## config.mk

```make
export PLATFORM = sky130hd
export DESIGN_NAME = bcd_div_stream
export DESIGN_NICKNAME = d
export VERILOG_FILES = /design/src/rtl/bcd_div_pkg.sv /design/src/rtl/bcd_mod_step.sv /design/src/rtl/bcd_div_stream.sv
export SDC_FILE = /design/constraint.sdc
export NUM_CORES = 1
export LEC_CHECK = 0
export CAP_MARGIN = 0
export CORE_MARGIN = 2
export CORE_UTILIZATION = 58
export CTS_CLUSTER_SIZE = 10
export DETAILED_ROUTE_END_ITERATION = 6
export MAX_ROUTING_LAYER = met4
export PLACE_DENSITY = 0.81
export SLEW_MARGIN = 10
export SYNTH_ARGS = -nofsm -noshare
export SYNTH_HDL_FRONTEND = slang
export SYNTH_HIERARCHICAL = 1
export SYNTH_SLANG_ARGS = --single-unit
```

## constraint.sdc

```tcl
create_clock -name clk -period 7.95 [get_ports clk]
set_input_delay 1.59 -clock clk [delete_from_list [all_inputs] [get_ports clk]]
set_output_delay 1.59 -clock clk [all_outputs]
set_load 0.005 [all_outputs]
```

## src/rtl/bcd_div_pkg.sv

```systemverilog
// bcd_div_pkg
// Shared definitions for the streaming BCD divisibility blocks:
//   - state_t     : ACCUM (taking digits) / RESULT (holding a result record)
//   - DIGIT_W     : width of one BCD digit
//   - rem_width() : bits needed for a remainder modulo a divisor
//   - cnt_width() : bits needed to count up to and including max_digits
package bcd_div_pkg;

  localparam int DIGIT_W = 4;

  typedef enum logic {
    ACCUM  = 1'b0,
    RESULT = 1'b1
  } state_t;

  function automatic int rem_width(input int divisor);
    return $clog2(divisor);
  endfunction

  function automatic int cnt_width(input int max_digits);
    return $clog2(max_digits + 1);
  endfunction

endpackage

```

## src/rtl/bcd_mod_step.sv

```systemverilog
// bcd_mod_step
// One Horner step of a decimal remainder: next_rem = (10*rem + digit) mod DIVISOR.
// Purely combinational. The reduction is a fixed chain of compare/subtract
// stages against DIVISOR*2^k, so no generic divider is inferred.
// Ports:
//   rem      in  REM_W    current remainder (< DIVISOR)
//   digit    in  DIGIT_W  incoming digit, taken as its binary value (0..15)
//   next_rem out REM_W    updated remainder
module bcd_mod_step
  import bcd_div_pkg::*;
#(
  parameter int DIVISOR = 3,
  localparam int REM_W = rem_width(DIVISOR)
) (
  input  logic [REM_W-1:0]   rem,
  input  logic [DIGIT_W-1:0] digit,
  output logic [REM_W-1:0]   next_rem
);

  // 10*14 + 15 = 155 at most, so 8 bits hold the un-reduced value.
  logic [7:0]  sum;
  logic [11:0] stage [0:8];

  assign sum      = 8'(rem) * 8'd10 + 8'(digit);
  assign stage[0] = {4'b0000, sum};

  // Restoring reduction: subtracting DIVISOR<<7 down to DIVISOR<<0 leaves
  // the value below DIVISOR whenever the input is below DIVISOR<<8.
  for (genvar gi = 0; gi < 8; gi++) begin : g_sub
    localparam logic [11:0] SUB = 12'(DIVISOR) << (7 - gi);
    assign stage[gi+1] = (stage[gi] >= SUB) ? (stage[gi] - SUB) : stage[gi];
  end

  assign next_rem = REM_W'(stage[8]);

endmodule

```

## src/rtl/bcd_div_stream.sv

```systemverilog
// bcd_div_stream
// Streaming divisibility checker: one BCD digit per cycle, MSD first, keeps a
// running remainder modulo DIVISOR and emits a result record per number.
// A number ends on digit_last or after MAX_DIGITS digits (res_trunc=1).
// Optional macro BCD_DIV_CHECK_EN: flags digits above 9 via res_error.
// Ports:
//   clk, rst_n (async, active-low)
//   digit_valid/digit_ready/digit/digit_last : digit input handshake
//   res_valid/res_ready                      : result handshake
//   res_divisible, res_remainder, res_ndigits, res_trunc, res_error : record
module bcd_div_stream
  import bcd_div_pkg::*;
#(
  parameter int DIVISOR    = 3,
  parameter int MAX_DIGITS = 8,
  localparam int REM_W = rem_width(DIVISOR),
  localparam int CNT_W = cnt_width(MAX_DIGITS)
) (
  input  logic               clk,
  input  logic               rst_n,
  input  logic               digit_valid,
  output logic               digit_ready,
  input  logic [DIGIT_W-1:0] digit,
  input  logic               digit_last,
  output logic               res_valid,
  input  logic               res_ready,
  output logic               res_divisible,
  output logic [REM_W-1:0]   res_remainder,
  output logic [CNT_W-1:0]   res_ndigits,
  output logic               res_trunc,
  output logic               res_error
);

  state_t state_reg, state_next;

  logic [REM_W-1:0] rem_reg, rem_step;
  logic [CNT_W-1:0] cnt_reg, cnt_inc;
  logic             err_reg, err_next;
  logic             digit_accept, number_done;

  logic             res_divisible_reg, res_trunc_reg, res_error_reg;
  logic [REM_W-1:0] res_remainder_reg;
  logic [CNT_W-1:0] res_ndigits_reg;

  bcd_mod_step #(.DIVISOR(DIVISOR)) u_step (
    .rem      (rem_step_src()),
    .digit    (digit),
    .next_rem (rem_step)
  );

  function automatic logic [REM_W-1:0] rem_step_src();
    return rem_reg;
  endfunction

  assign cnt_inc      = cnt_reg + 1'b1;
  assign number_done  = digit_last || (cnt_inc == CNT_W'(MAX_DIGITS));
  assign digit_accept = digit_valid && (state_reg == ACCUM);

`ifdef BCD_DIV_CHECK_EN
  assign err_next = err_reg || (digit > 4'd9);
`else
  assign err_next = 1'b0;
`endif

  always_ff @(posedge clk or negedge rst_n) begin
    if (!rst_n) state_reg <= ACCUM;
    else        state_reg <= state_next;
  end

  // Handshake outputs decode the registered state only; res_ready never
  // reaches digit_ready combinationally.
  always_comb begin
    state_next  = state_reg;
    digit_ready = 1'b0;
    res_valid   = 1'b0;
    case (state_reg)
      ACCUM: begin
        digit_ready = 1'b1;
        if (digit_valid && number_done) state_next = RESULT;
      end
      RESULT: begin
        res_valid = 1'b1;
        if (res_ready) state_next = ACCUM;
      end
      default: state_next = ACCUM;
    endcase
  end

  always_ff @(posedge clk or negedge rst_n) begin
    if (!rst_n) begin
      rem_reg           <= '0;
      cnt_reg           <= '0;
      err_reg           <= 1'b0;
      res_divisible_reg <= 1'b0;
      res_remainder_reg <= '0;
      res_ndigits_reg   <= '0;
      res_trunc_reg     <= 1'b0;
      res_error_reg     <= 1'b0;
    end else if (digit_accept) begin
      if (number_done) begin
        // Capture the record and start the next number from scratch.
        res_remainder_reg <= rem_step;
        res_ndigits_reg   <= cnt_inc;
        res_trunc_reg     <= !digit_last;
        res_error_reg     <= err_next;
        res_divisible_reg <= (rem_step == '0) && !err_next;
        rem_reg           <= '0;
        cnt_reg           <= '0;
        err_reg           <= 1'b0;
      end else begin
        rem_reg <= rem_step;
        cnt_reg <= cnt_inc;
        err_reg <= err_next;
      end
    end
  end

  assign res_divisible = res_divisible_reg;
  assign res_remainder = res_remainder_reg;
  assign res_ndigits   = res_ndigits_reg;
  assign res_trunc     = res_trunc_reg;
`ifdef BCD_DIV_CHECK_EN
  assign res_error     = res_error_reg;
`else
  // No checking in this build: the captured flag is always 0.
  assign res_error     = 1'b0 & res_error_reg;
`endif

endmodule

```

; Word-level counts from Yosys, hierarchy flattened
; Cells that the tools add are included.
[totals]
register_bits = 15
in_bits = 9
output_inout_bits = 11
[classes]
n_addsub = 10
multipliers = 1
order_cmp = 8
eq_ne = 1
muxes = 15
n_bitwise = 1
n_reduce_logical = 6
[op_table]
columns = cell, n
row1 = 12-bit two-way mux, 7
row2 = "12-bit by 2-bit greater-or-equal comparator with 1-bit output, second input constant", 1
row3 = "12-bit by 3-bit greater-or-equal comparator with 1-bit output, second input constant", 1
row4 = "12-bit by 4-bit greater-or-equal comparator with 1-bit output, second input constant", 1
row5 = "12-bit by 5-bit greater-or-equal comparator with 1-bit output, second input constant", 1
row6 = "12-bit by 6-bit greater-or-equal comparator with 1-bit output, second input constant", 1
row7 = "12-bit by 7-bit greater-or-equal comparator with 1-bit output, second input constant", 1
row8 = "12-bit by 8-bit greater-or-equal comparator with 1-bit output, second input constant", 1
row9 = "12-bit by 3-bit subtractor with 12-bit output, second input constant", 1
row10 = "12-bit by 4-bit subtractor with 12-bit output, second input constant", 1
row11 = "12-bit by 5-bit subtractor with 12-bit output, second input constant", 1
row12 = "12-bit by 6-bit subtractor with 12-bit output, second input constant", 1
row13 = "12-bit by 7-bit subtractor with 12-bit output, second input constant", 1
row14 = "12-bit by 8-bit subtractor with 12-bit output, second input constant", 1
row15 = "8-bit by 9-bit subtractor with 10-bit output, second input constant", 1
row16 = "8-bit by 9-bit greater-or-equal comparator with 1-bit output, second input constant", 1
row17 = 6-bit by 4-bit adder with 7-bit output, 1
row18 = "2-bit by 3-bit multiplier with 5-bit output, second input constant", 1
row19 = "4-bit by 1-bit adder with 4-bit output, second input constant", 1
row20 = "4-bit equality test, second input constant", 1
row21 = 1-bit two-way mux, 4
row22 = 2-bit two-way mux, 2
row23 = 4-bit two-way mux, 1
row24 = 1-bit logical AND, 2
row25 = 7 further kinds, 7

; Logic depth before layout (Yosys ltp)
; Gate-level depths: netlist of the first run.
[depth]
ltp_word = 19
mapped_depth = 30
depth_no_buf = 28

; By module
; Netlist of the first run, hierarchy kept.
[modules_own_cells]
columns = mod, instances, cells_each, area_each_um2, seq_area_each_um2
row1 = bcd_mod_step, 1, 178, 1318.8, 0.0
row2 = bcd_div_stream, 1, 71, 749.5, 375.4

; Worst setup path before layout of the first run
; Ideal clock, no wire load.
[synth_path]
path_type = input-to-reg
start = input digit[1]
end = register res_remainder_reg[1], in the netlist res_remainder[1]
arrival_ps = 6887
slack_ps = 938
path_stages = 27
n_path_buf = 2
path_cell_list = ha_1 > fa_1 > buf_6 > xnor2_2 > inv_4 > ha_1 > buf_4 > or2_4 > a211oi_4 > nor2_2 > a21oi_1 > ha_1 > inv_1 > o31ai_4 > and2_2 > a21oi_1 > o22a_1 > or4b_1 > nor2_1 > xnor2_1 > ha_1 > nor2_1 > o21ai_0 > a211oi_1 > o211ai_2 > mux2_4 > mux2_4
[synth_between]
elab_chain_len = 17
word_cells_on_any_way = 25
classes_between = add/sub: 9 / order compare: 8 / mux: 8
[synth_rtl]
columns = element, line
row1 = "start, declared", bcd_div_stream.sv:23  ; input logic [DIGIT_W-1:0] digit,
row2 = 6-bit by 4-bit adder with 7-bit output *, bcd_mod_step.sv:24  ; assign sum = 8'(rem) * 8'd10 + 8'(digit);
row3 = 8-bit by 9-bit subtractor with 10-bit output or 8-bit by 9-bit greater-or-equal comparator with 1-bit output (tied branches), bcd_mod_step.sv:31  ; assign stage[gi+1] = (stage[gi] >= SUB) ? (stage[gi] - SUB) : stage[gi];
row4 = 12-bit two-way mux *, bcd_mod_step.sv:31
row5 = 12-bit by 8-bit subtractor with 12-bit output or 12-bit by 8-bit greater-or-equal comparator with 1-bit output (tied branches), bcd_mod_step.sv:31
row6 = 12-bit two-way mux *, bcd_mod_step.sv:31
row7 = 12-bit by 7-bit subtractor with 12-bit output or 12-bit by 7-bit greater-or-equal comparator with 1-bit output (tied branches), bcd_mod_step.sv:31
row8 = 12-bit two-way mux *, bcd_mod_step.sv:31
row9 = 12-bit by 6-bit subtractor with 12-bit output or 12-bit by 6-bit greater-or-equal comparator with 1-bit output (tied branches), bcd_mod_step.sv:31
row10 = (+2 left out), --
row11 = 12-bit two-way mux *, bcd_mod_step.sv:31
row12 = 12-bit by 4-bit subtractor with 12-bit output or 12-bit by 4-bit greater-or-equal comparator with 1-bit output (tied branches), bcd_mod_step.sv:31
row13 = 12-bit two-way mux *, bcd_mod_step.sv:31
row14 = 12-bit by 3-bit subtractor with 12-bit output or 12-bit by 3-bit greater-or-equal comparator with 1-bit output (tied branches), bcd_mod_step.sv:31
row15 = 12-bit two-way mux *, bcd_mod_step.sv:31
row16 = 12-bit by 2-bit greater-or-equal comparator with 1-bit output or 2-bit subtractor (tied branches), bcd_mod_step.sv:31
row17 = 2-bit two-way mux *, bcd_mod_step.sv:31
row18 = net rem_step[1], bcd_div_stream.sv:36  ; logic [REM_W-1:0] rem_reg, rem_step;
row19 = "end signal, assigned", bcd_div_stream.sv:102  ; res_remainder_reg <= rem_step;
row20 = "end, declared", bcd_div_stream.sv:42  ; logic [REM_W-1:0] res_remainder_reg;
; Mark *: on every way through the listed nets, which the timed path passes. The rest lies on a longest branch.
; A chain may end at the register's enable or synchronous reset.

; Worst setup path in the final report of the first run
[layout_path]
start = input digit[1]
end = register rem_reg[0]
[layout_between]
elab_chain_len = 18
word_cells_on_any_way = 26
classes_between = add/sub: 9 / order compare: 8 / mux: 9
[layout_rtl]
columns = element, line
row1 = 6-bit by 4-bit adder with 7-bit output *, bcd_mod_step.sv:24
row2 = 8-bit by 9-bit subtractor with 10-bit output or 8-bit by 9-bit greater-or-equal comparator with 1-bit output (tied branches), bcd_mod_step.sv:31
row3 = 12-bit two-way mux *, bcd_mod_step.sv:31
row4 = 12-bit by 8-bit subtractor with 12-bit output or 12-bit by 8-bit greater-or-equal comparator with 1-bit output (tied branches), bcd_mod_step.sv:31
row5 = 12-bit two-way mux *, bcd_mod_step.sv:31
row6 = 12-bit by 7-bit subtractor with 12-bit output or 12-bit by 7-bit greater-or-equal comparator with 1-bit output (tied branches), bcd_mod_step.sv:31
row7 = 12-bit two-way mux *, bcd_mod_step.sv:31
row8 = 12-bit by 6-bit subtractor with 12-bit output or 12-bit by 6-bit greater-or-equal comparator with 1-bit output (tied branches), bcd_mod_step.sv:31
row9 = (+3 left out), --
row10 = 12-bit by 4-bit subtractor with 12-bit output or 12-bit by 4-bit greater-or-equal comparator with 1-bit output (tied branches), bcd_mod_step.sv:31
row11 = 12-bit two-way mux *, bcd_mod_step.sv:31
row12 = 12-bit by 3-bit subtractor with 12-bit output or 12-bit by 3-bit greater-or-equal comparator with 1-bit output (tied branches), bcd_mod_step.sv:31
row13 = 12-bit two-way mux *, bcd_mod_step.sv:31
row14 = 12-bit by 2-bit greater-or-equal comparator with 1-bit output or 2-bit subtractor (tied branches), bcd_mod_step.sv:31
row15 = 2-bit two-way mux *, bcd_mod_step.sv:31
row16 = net rem_step[0], bcd_div_stream.sv:36
row17 = 2-bit two-way mux *, bcd_div_stream.sv:100  ; if (number_done) begin
row18 = "end signal, assigned", bcd_div_stream.sv:111  ; rem_reg <= rem_step;
row19 = "end, declared", bcd_div_stream.sv:36
; Marked as above.

==> results_dict.tcl, run 1 <==
set metrics [dict create \
    outcome "complete, no violations" \
    fin_cells 313 \
    core_sq_um 3390 \
    firstDrtPassIters 4 \
    synth_sequential_area_ratio 0.1815 \
    rsz0062_at_grt "false" \
    critical_path_launch_point_type "primary input" \
    cts.repair_timing.setup_buffer_count 0 \
    die_w_um 63.72 \
    antenna_cells_inserted 0 \
    topRoutingLayerUsed "met4" \
    finalMaxSlewViolations 0 \
    worst-endpoint-arrival_ns 7.67 \
    gp_routability_congestion 0.9405 \
    finClkSkew_ns 0.004307 \
    setup_viol 0 \
    grt_pass1_wl_mm 8.659 \
    synthesis.yosys.warnings 6 \
    detailedRoute.firstIterationViolations 136 \
    timing.critical_path.required_ns 8.14 \
    final_area_sq_um 2290 \
    cpMaxStageDelayCell "sky130_fd_sc_hd__or4b_1" \
    placed_wire_length_estimate_after_detailed_placement_mm 3.748 \
    cts_sinks 15 \
    boundaryPins 20 \
    synth-seq-cells 15 \
    critPathMaxStageDelay_ns 0.52 \
    wire_per_inst_um 15.34 \
    fp-row-count 21 \
    timing.final.crit_period_ns 7.473 \
    mapped_cell_area_sq_um 2068 \
    setup.worst_path.class "primary input to register" \
    average_cell_area_after_synthesis_sq_um 8.306 \
    timing.critical_path.buf_inv 3 \
    layout_commonest_cell "sky130_fd_sc_hd__nor2_1" \
    grt_pass1_vias 1916 \
    clkTransAtPathRegs_ns 0.09 \
    clock_tree_from_tritoncts "built" \
    port_buffers 18 \
    detail_route.vias_per_cell 6.217 \
    synthArstFlopShare 1.000 \
    area.growth.synth_to_final_pct 10.71 \
    synth.distinct_cells 77 \
    h-tree-depth 1 \
    clock_latency_reported_for_the_late_side_of_the_worst_skew_pair_ns 0.29 \
    vias 1946 \
    timing.final.ws_setup_ns 0.4768 \
    post-route-drc-count 0 \
    synth_top_flop_cell "sky130_fd_sc_hd__dfrtp_1" \
    final_layout_size_suffix_gt1_frac 0.1648 \
    post_synth_inst_count 249 \
    ctsRootBufferMaster "sky130_fd_sc_hd__clkbuf_4" \
    ant_nets 0 \
    met1_length_mm 2.261 \
    post-place-ws_ns -0.008171 \
    cts_made_buffers 3 \
    antenna_found_initial 0 \
    ctsLongestPathBuffers 2 \
    dr_wl_met3_um 156 \
    grt_use_total 0.2714 \
    start_util 0.6102 \
    leading_cell_types_in_the_layout_fill_and_taps_excluded "sky130_fd_sc_hd__nor2_1, sky130_fd_sc_hd__nand2_1, sky130_fd_sc_hd__clkdlybuf4s50_1" \
    finalHoldViolCount 0 \
    drt_wl_total_mm 4.802 \
    critical_path.endpoint_type "register" \
    min_period_over_period 0.9400 \
    worst_min_path_class "register to register" \
    fmax_mhz 133.8 \
    placedCellCount 309 \
    min_hold_slack_ns 0.5205 \
    die_area_sq_um 4060 \
    number_of_synthesized_flops_with_an_enable_pin 0 \
    timing.max_cap.violations 0 \
    nNetsFinal 290 \
    max_slew.worst_pin.slew_ns 0.7265 \
    cp_top_family "compound AO/OA/AOI/OAI gates" \
    globalRoute.totalOverflow 0 \
    grt_start_max_net_pins 19 \
    met2WireLength_mm 2.309 \
    critPathMaxFanout 10 \
    max-slew-margin-rel 0.5032 \
    die_height_um 63.72 \
    timing.critical_path.mode_cell "sky130_fd_sc_hd__ha_1" \
    placed_cell_area_sq_um 2250 \
]
metal layers:
layer | vias up | track usage
li1 | 984 | -
met1 | 913 | 0.3515
met2 | 40 | 0.4408
met3 | 9 | 0.03929
met4 | 0 | 0.07880
met5 | - | -
cells in the mapped netlist (all sizes together), types with 6 or more instances:
master | count | area share
nand2 | 19 | 0.034
nor2 | 21 | 0.039
inv | 16 | 0.030
or3 | 6 | 0.018
dfrtp | 15 | 0.18
o21ai | 19 | 0.051
nand3 | 6 | 0.017
nor3 | 13 | 0.034
a211oi | 8 | 0.035
ha | 12 | 0.073
a21oi | 13 | 0.035
tightest hold or removal path, cell delays in order, from the launching register on:
cell                      delay [ns]
sky130_fd_sc_hd__dfrtp_1        0.39
sky130_fd_sc_hd__inv_1          0.06
sky130_fd_sc_hd__a32oi_1        0.05
final cells by class:
class | count | area, sq um
Clock buffer | 4 | 26.28
Fill cell | 292 | 1100
Inverter | 16 | 62.56
Multi-Input combinational cell | 209 | 1550
Sequential cell | 15 | 375.4
Tap cell | 46 | 57.56
Timing Repair Buffer | 23 | 217.7
stage by stage:
step / util / TNS (ns)
final: 0.6755 / 0
after detailed placement: 0.6637 / -0.008171
after CTS: 0.6715 / 0
after global placement: 0.6637 / 0
after global routing: 0.6755 / 0
after floorplan: - / 0
kinds of logic after synthesis:
family	Yosys count	synth area share
compound gates	87	0.3267
xor+xnor	7	0.03327
fa+ha+maj	13	0.08227
buf+inv	26	0.07743
flops	15	0.1815
mux	8	0.05082
other cells	2	0.003631
simple gates	91	0.2444
path summary, 6_finish.rpt:
| path | end | startpoint | cells past startpoint | slack, ns |
|---|---|---|---|---|
| setup / recovery | rem_reg[0]$_DFFE_PN0P_ | digit[1] | 28 | 0.48 |
| hold / removal | res_ndigits[3]$_DFFE_PN0P_ | res_ndigits[3]$_DFFE_PN0P_ | 2 | 0.52 |
| setup reg to reg | rem_reg[0]$_DFFE_PN0P_ | rem_reg[1]$_DFFE_PN0P_ | 26 | 1.46 |
| hold reg to reg | res_ndigits[3]$_DFFE_PN0P_ | res_ndigits[3]$_DFFE_PN0P_ | 2 | 0.52 |
| max in group asynchronous | res_ndigits[3]$_DFFE_PN0P_ | rst_n | 1 | 5.82 |
| min in group asynchronous | res_remainder[1]$_DFFE_PN0P_ | rst_n | 1 | 1.70 |
what timing repair did:
item,in CTS,in global routing
setup endpoints to repair,0,2
hold buffers,0,0
resized for setup,0,2
Power of run 1 is not shown: default switching activity piles up to over one toggle a cycle in this logic, so the estimate is an artifact.
==> run 2, diff against run 1 <==
- CTS_CLUSTER_DIAMETER: not set -> 40
- GPL_TIMING_DRIVEN: not set -> 0
==> run 2 against run 1 <==
  * Hold slack better by 0.0021 ns
  * Register-to-register slack better by 0.24 ns
  * Critical path type unchanged
  * Fmax shrank 1.0%
  * Global-route usage down 1.4 points
  * Cell count is 1.9% higher
  * Design area is 3.2% higher
==> results_dict.tcl, run 2 (same netlist as run 1, synthesis figures left out) <==
set metrics [dict create \
    critical_path_launch_point_type "primary input" \
    fmax_mhz 132.4 \
    antenna_found_initial 0 \
    placedCellCount 313 \
    fill_cells 283 \
    ctsRootBufferMaster "sky130_fd_sc_hd__clkbuf_4" \
    boundaryPins 20 \
    post-route-drc-count 0 \
    max_slew.worst_pin.slew_ns 0.7520 \
    cts_made_buffers 3 \
    drt_wl_total_mm 4.725 \
    worst_min_path_class "register to register" \
    finalHoldViolCount 0 \
    wire_per_inst_um 14.81 \
    nNetsFinal 296 \
    grt_pass1_vias 1788 \
    final_layout_size_suffix_gt1_frac 0.1978 \
    critical_path.endpoint_type "register" \
    post-place-ws_ns -0.1029 \
    placed_wire_length_estimate_after_detailed_placement_mm 3.688 \
    min_delay_path_depth 2 \
    layout_commonest_cell "sky130_fd_sc_hd__nor2_1" \
    clkTransAtPathRegs_ns 0.08 \
    clock_latency_reported_for_the_late_side_of_the_worst_skew_pair_ns 0.28 \
    ant_nets 0 \
    start_util 0.6102 \
    worstHoldEndpoint "res_ndigits[3]$_DFFE_PN0P_" \
    core_sq_um 3390 \
    vias 1975 \
    ctsHoldBuffers 0 \
    min_hold_slack_ns 0.5226 \
    timing.final.ws_setup_ns 0.3988 \
    min_period_over_period 0.9498 \
    rr_worst_depth 28 \
    fp-row-count 21 \
    globalRoute.totalOverflow 0 \
    firstDrtPassIters 5 \
    max-slew-margin-rel 0.4857 \
    clock_tree_from_tritoncts "built" \
    detail_route.vias_per_cell 6.191 \
    worstHoldStart "res_ndigits[3]$_DFFE_PN0P_" \
    die_w_um 63.72 \
    cts_sinks 15 \
    gp_routability_congestion 0.9414 \
    die_height_um 63.72 \
    finalMaxSlewViolations 0 \
    critPathMaxFanout 10 \
    finClkSkew_ns 0.001450 \
    multiInputGateArea_sq_um 1559 \
    die_area_sq_um 4060 \
    reg2reg_to "res_remainder[1]$_DFFE_PN0P_" \
    timing.rr.start "rem_reg[0]$_DFFE_PN0P_" \
    h-tree-depth 1 \
    setup_viol 0 \
    leading_cell_types_in_the_layout_fill_and_taps_excluded "sky130_fd_sc_hd__nor2_1, sky130_fd_sc_hd__nand2_1, sky130_fd_sc_hd__o21ai_0, sky130_fd_sc_hd__clkdlybuf4s50_1" \
    fin_cells 319 \
    flop_to_flop_setup_slack_ns 1.70 \
    ctsLongestPathBuffers 2 \
    worst-endpoint-arrival_ns 7.73 \
    area.growth.synth_to_final_pct 14.28 \
    timing.critical_path.required_ns 8.13 \
    grt_pass1_wl_mm 8.280 \
    setup.worst_path.class "primary input to register" \
    outcome "complete, no violations" \
    timing.max_cap.violations 0 \
    port_buffers 17 \
    detailedRoute.firstIterationViolations 184 \
    grt_start_max_net_pins 16 \
    antenna_cells_inserted 0 \
    timing.final.crit_period_ns 7.551 \
    critPathMaxStageDelay_ns 0.68 \
    grt_use_total 0.2571 \
    cpMaxStageDelayCell "sky130_fd_sc_hd__a2111oi_0" \
    sequential_cell_area_sq_um 375.4 \
]
[run 2: changes by cell type in the layout (fill, tap and decap cells not counted), moves of 2 or more]
cell / previous run / this run
sky130_fd_sc_hd__a21oi_2: 2 / 4
sky130_fd_sc_hd__clkbuf_8: 0 / 3
sky130_fd_sc_hd__a21oi_1: 11 / 9
sky130_fd_sc_hd__buf_6: 0 / 2
[run 2: critical path: cells and delay by family]
family / cells / cell delay [ns]
and+or+nand+nor: 7 / 0.96
AOI/OAI and AO/OA: 9 / 2.01
xor gates and xnor gates: 1 / 0.15
muxes: 2 / 0.62
adders and majority gates: 5 / 1.35
buffers and inverters: 5 / 1.08
[run 2: metrics by stage]
step           instance area, sq um  utilization  TNS [ns]
2_1_floorplan                  2072            -         0
3_3_place_gp                   2300       0.6785  -0.02043
3_5_place_dp                   2300       0.6785   -0.2312
4_1_cts                        2326       0.6862         0
5_1_grt                        2364       0.6973  -0.05200
6_report                       2364       0.6973         0
[run 2: layer usage]
layer	part of all wire	GRT usage	routed length, um
met1	0.48	0.3553	2251
met2	0.47	0.4118	2228
met3	0.046	0.03214	217
met4	0.0057	0.04076	27
met5	0	-	0
[run 2: final cells by class]
| type | count | share of cell area |
|---|---|---|
| timing repair buffer | 19 | 0.07835 |
| multi-input combinational | 209 | 0.6596 |
| buffer | 10 | 0.04129 |
| clock buffer | 4 | 0.01112 |
| sequential | 15 | 0.1588 |
| inverter | 16 | 0.02647 |
| tap | 46 | 0.02435 |
[run 2: repair_timing]
item | in CTS | in global routing
setup endpoints to repair | 0 | 5
buffers inserted | 0 | 2
endpoints found under the hold margin | 0 | 0
gates resized for setup | 0 | 5
[run 2: worst max-delay path by stage]
stage,from,to,depth (start not counted)
2_1_floorplan,digit[1],res_remainder[1]$_DFFE_PN0P_,27
3_3_place_gp,digit[1],res_remainder[1]$_DFFE_PN0P_,28
3_5_place_dp,digit[2],res_divisible$_DFFE_PN0P_,28
4_1_cts,digit[2],res_divisible$_DFFE_PN0P_,28
5_1_grt,digit[1],res_divisible$_DFFE_PN0P_,30
6_report,digit[1],res_remainder[1]$_DFFE_PN0P_,29
Power of run 2 is left out for the same reason.
==> run 3, diff against run 2 <==
- MAX_ROUTING_LAYER: met4 -> not set
==> run 3 against run 2 <==
  * Sequential share of layout area about the same
  * Setup slack better by 0.045 ns
  * Critical endpoint unchanged
  * Via count increased by 1.0%
  * Hold slack lost 0.0091 ns
  * Clock skew hardly changed
==> results_dict.tcl, run 3 (same netlist as run 1, synthesis figures left out) <==
set metrics [dict create \
    layout_commonest_cell "sky130_fd_sc_hd__nor2_1" \
    outcome "complete, no violations" \
    final_area_sq_um 2369 \
    met2WireLength_mm 2.096 \
    critical_path.endpoint_type "register" \
    finalMaxSlewViolations 0 \
    timing.critical_path.buf_inv 5 \
    boundaryPins 20 \
    die_area_sq_um 4060 \
    area.growth.synth_to_final_pct 14.52 \
    cp_top_family "simple AND/OR/NAND/NOR gates" \
    clock_latency_reported_for_the_late_side_of_the_worst_skew_pair_ns 0.29 \
    grt_pass1_wl_mm 8.217 \
    ctsLongestPathBuffers 2 \
    rr_worst_depth 26 \
    critPathMaxStageDelay_ns 0.52 \
    min_period_over_period 0.9442 \
    timing.rr.start "rem_reg[1]$_DFFE_PN0P_" \
    post-route-drc-count 0 \
    die_height_um 63.72 \
    worst-endpoint-arrival_ns 7.69 \
    port_buffers 17 \
    critical_path_launch_point_type "primary input" \
    worstHoldEndpoint "res_divisible$_DFFE_PN0P_" \
    ant_nets 0 \
    firstDrtPassIters 4 \
    post-place-ws_ns -0.08273 \
    flop_to_flop_setup_slack_ns 1.73 \
    timing.max_cap.violations 0 \
    setup.worst_path.class "primary input to register" \
    max-slew-margin-rel 0.5641 \
    clkTransAtPathRegs_ns 0.09 \
    fp-row-count 21 \
    globalRoute.totalOverflow 0 \
    timing.critical_path.required_ns 8.14 \
    antenna_cells_inserted 0 \
    nNetsFinal 296 \
    finClkSkew_ns 0.001938 \
    wire_per_inst_um 14.46 \
    power_frac_clock 0.038 \
    die_w_um 63.72 \
    topRoutingLayerUsed "met4" \
    cts_sinks 15 \
    placedCellCount 313 \
    setup_viol 0 \
    min_delay_path_depth 1 \
    leading_cell_types_in_the_layout_fill_and_taps_excluded "sky130_fd_sc_hd__nor2_1, sky130_fd_sc_hd__nand2_1, sky130_fd_sc_hd__o21ai_0, sky130_fd_sc_hd__clkdlybuf4s50_1" \
    core_sq_um 3390 \
    timing.critical_path.mode_cell "sky130_fd_sc_hd__ha_1" \
    critPathMaxFanout 10 \
    grt_pass1_vias 1773 \
    postLayoutCoreUtil 0.6988 \
    finalHoldViolCount 0 \
    timing.final.ws_setup_ns 0.4439 \
    antenna_found_initial 0 \
    vias 1995 \
    h-tree-depth 1 \
    seq_power_share 0.104 \
    reg2reg_to "res_remainder[1]$_DFFE_PN0P_" \
    detail_route.vias_per_cell 6.254 \
    grt_use_total 0.2464 \
    max_slew.worst_pin.slew_ns 0.6519 \
    cpMaxStageDelayCell "sky130_fd_sc_hd__or4b_1" \
    dr_wl_met3_um 168 \
    drt_wl_total_mm 4.613 \
    combPwrFrac 0.857 \
    switching_share 0.5258 \
    fmax_mhz 133.2 \
    grt_start_max_net_pins 16 \
    irDropWorstVdd_uv 229.6 \
    gp_routability_congestion 0.9311 \
    power.density_cell_area_nw_per_um2 496.3 \
    start_util 0.6102 \
    cts_made_buffers 3 \
    design_power_total_mw 1.175 \
    timing.final.crit_period_ns 7.506 \
    met1_length_mm 2.318 \
    detailedRoute.firstIterationViolations 85 \
    placed_cell_area_sq_um 2300 \
    fin_cells 319 \
    total_switching_power_uw 618.1 \
    worstHoldStart "res_divisible$_DFFE_PN0P_" \
    clock_tree_from_tritoncts "built" \
    ctsRootBufferMaster "sky130_fd_sc_hd__clkbuf_4" \
    p_int_uw 557.4 \
    p_leak_nw 0.9732 \
    placed_wire_length_estimate_after_detailed_placement_mm 3.608 \
    worst_min_path_class "register to register" \
    final_layout_size_suffix_gt1_frac 0.2015 \
]
==> run 3: cell counts in the layout (fill, tap and decap cells not counted) <==
No cell type changed its count.
==> run 3: power groups by stage <==
stage	logic [mW]	clock network [mW]	registers, mW
6_report	1.01	0.0452	0.123
5_1_grt	1.13	0.0497	0.127
4_1_cts	0.973	0.0457	0.123
3_5_place_dp	0.968	0	0.123
3_3_place_gp	0.956	0	0.124
2_1_floorplan	0.774	0	0.120
==> run 3: cell type report <==
type,count,area (sq um)
Clock buffer,4,26.28
Timing Repair Buffer,19,185.2
Inverter,16,62.56
Fill cell,292,1021
Sequential cell,15,375.4
Multi-Input combinational cell,209,1564
Buffer,10,97.59
Tap cell,46,57.56
==> run 3: worst max-delay path by stage <==
| stage | from | to | slack (ns) | cells after the start |
|---|---|---|---|---|
| 2_1_floorplan | digit[1] | res_remainder[1]$_DFFE_PN0P_ | 0.94 | 27 |
| 3_3_place_gp | digit[1] | res_remainder[1]$_DFFE_PN0P_ | -0.01 | 28 |
| 3_5_place_dp | digit[2] | res_divisible$_DFFE_PN0P_ | -0.08 | 28 |
| 4_1_cts | digit[2] | res_divisible$_DFFE_PN0P_ | 0.21 | 28 |
| 5_1_grt | digit[1] | res_remainder[1]$_DFFE_PN0P_ | -0.01 | 29 |
| 6_report | digit[1] | res_remainder[1]$_DFFE_PN0P_ | 0.44 | 28 |
==> run 3: what timing repair did <==
action	4_1_cts	5_1_grt
gates resized for setup	0	7
hold buffers	0	0
buffers inserted	0	2
endpoints found under the setup margin	0	5
==> run 3: per-stage QoR <==
stage	setup TNS (ns)	hold slack, ns
6_report	0	0.5134
3_3_place_gp	-0.02659	0.4966
2_1_floorplan	0	0.4787
4_1_cts	0	0.5148
3_5_place_dp	-0.2270	0.4946
5_1_grt	-0.01322	0.5474
==> run 3: layer usage <==
| layer | global-route usage | vias to the layer above |
|---|---|---|
| met2 | 0.3947 | 39 |
| met3 | 0.03571 | 4 |
| li1 | - | 993 |
| met1 | 0.3563 | 959 |
| met5 | 0 | - |
| met4 | 0.04076 | 0 |
==> run 3: worst register-to-register path: cells and delay by family (launching register included) <==
kind / cells / cell delay (ns)
buf+inv: 2 / 0.34
flops: 1 / 0.56
mux: 2 / 0.62
xor+xnor: 1 / 0.10
simple gates: 6 / 1.36
fa+ha+maj: 4 / 1.06
compound gates: 11 / 2.08
(Power assumes the default switching activity.)
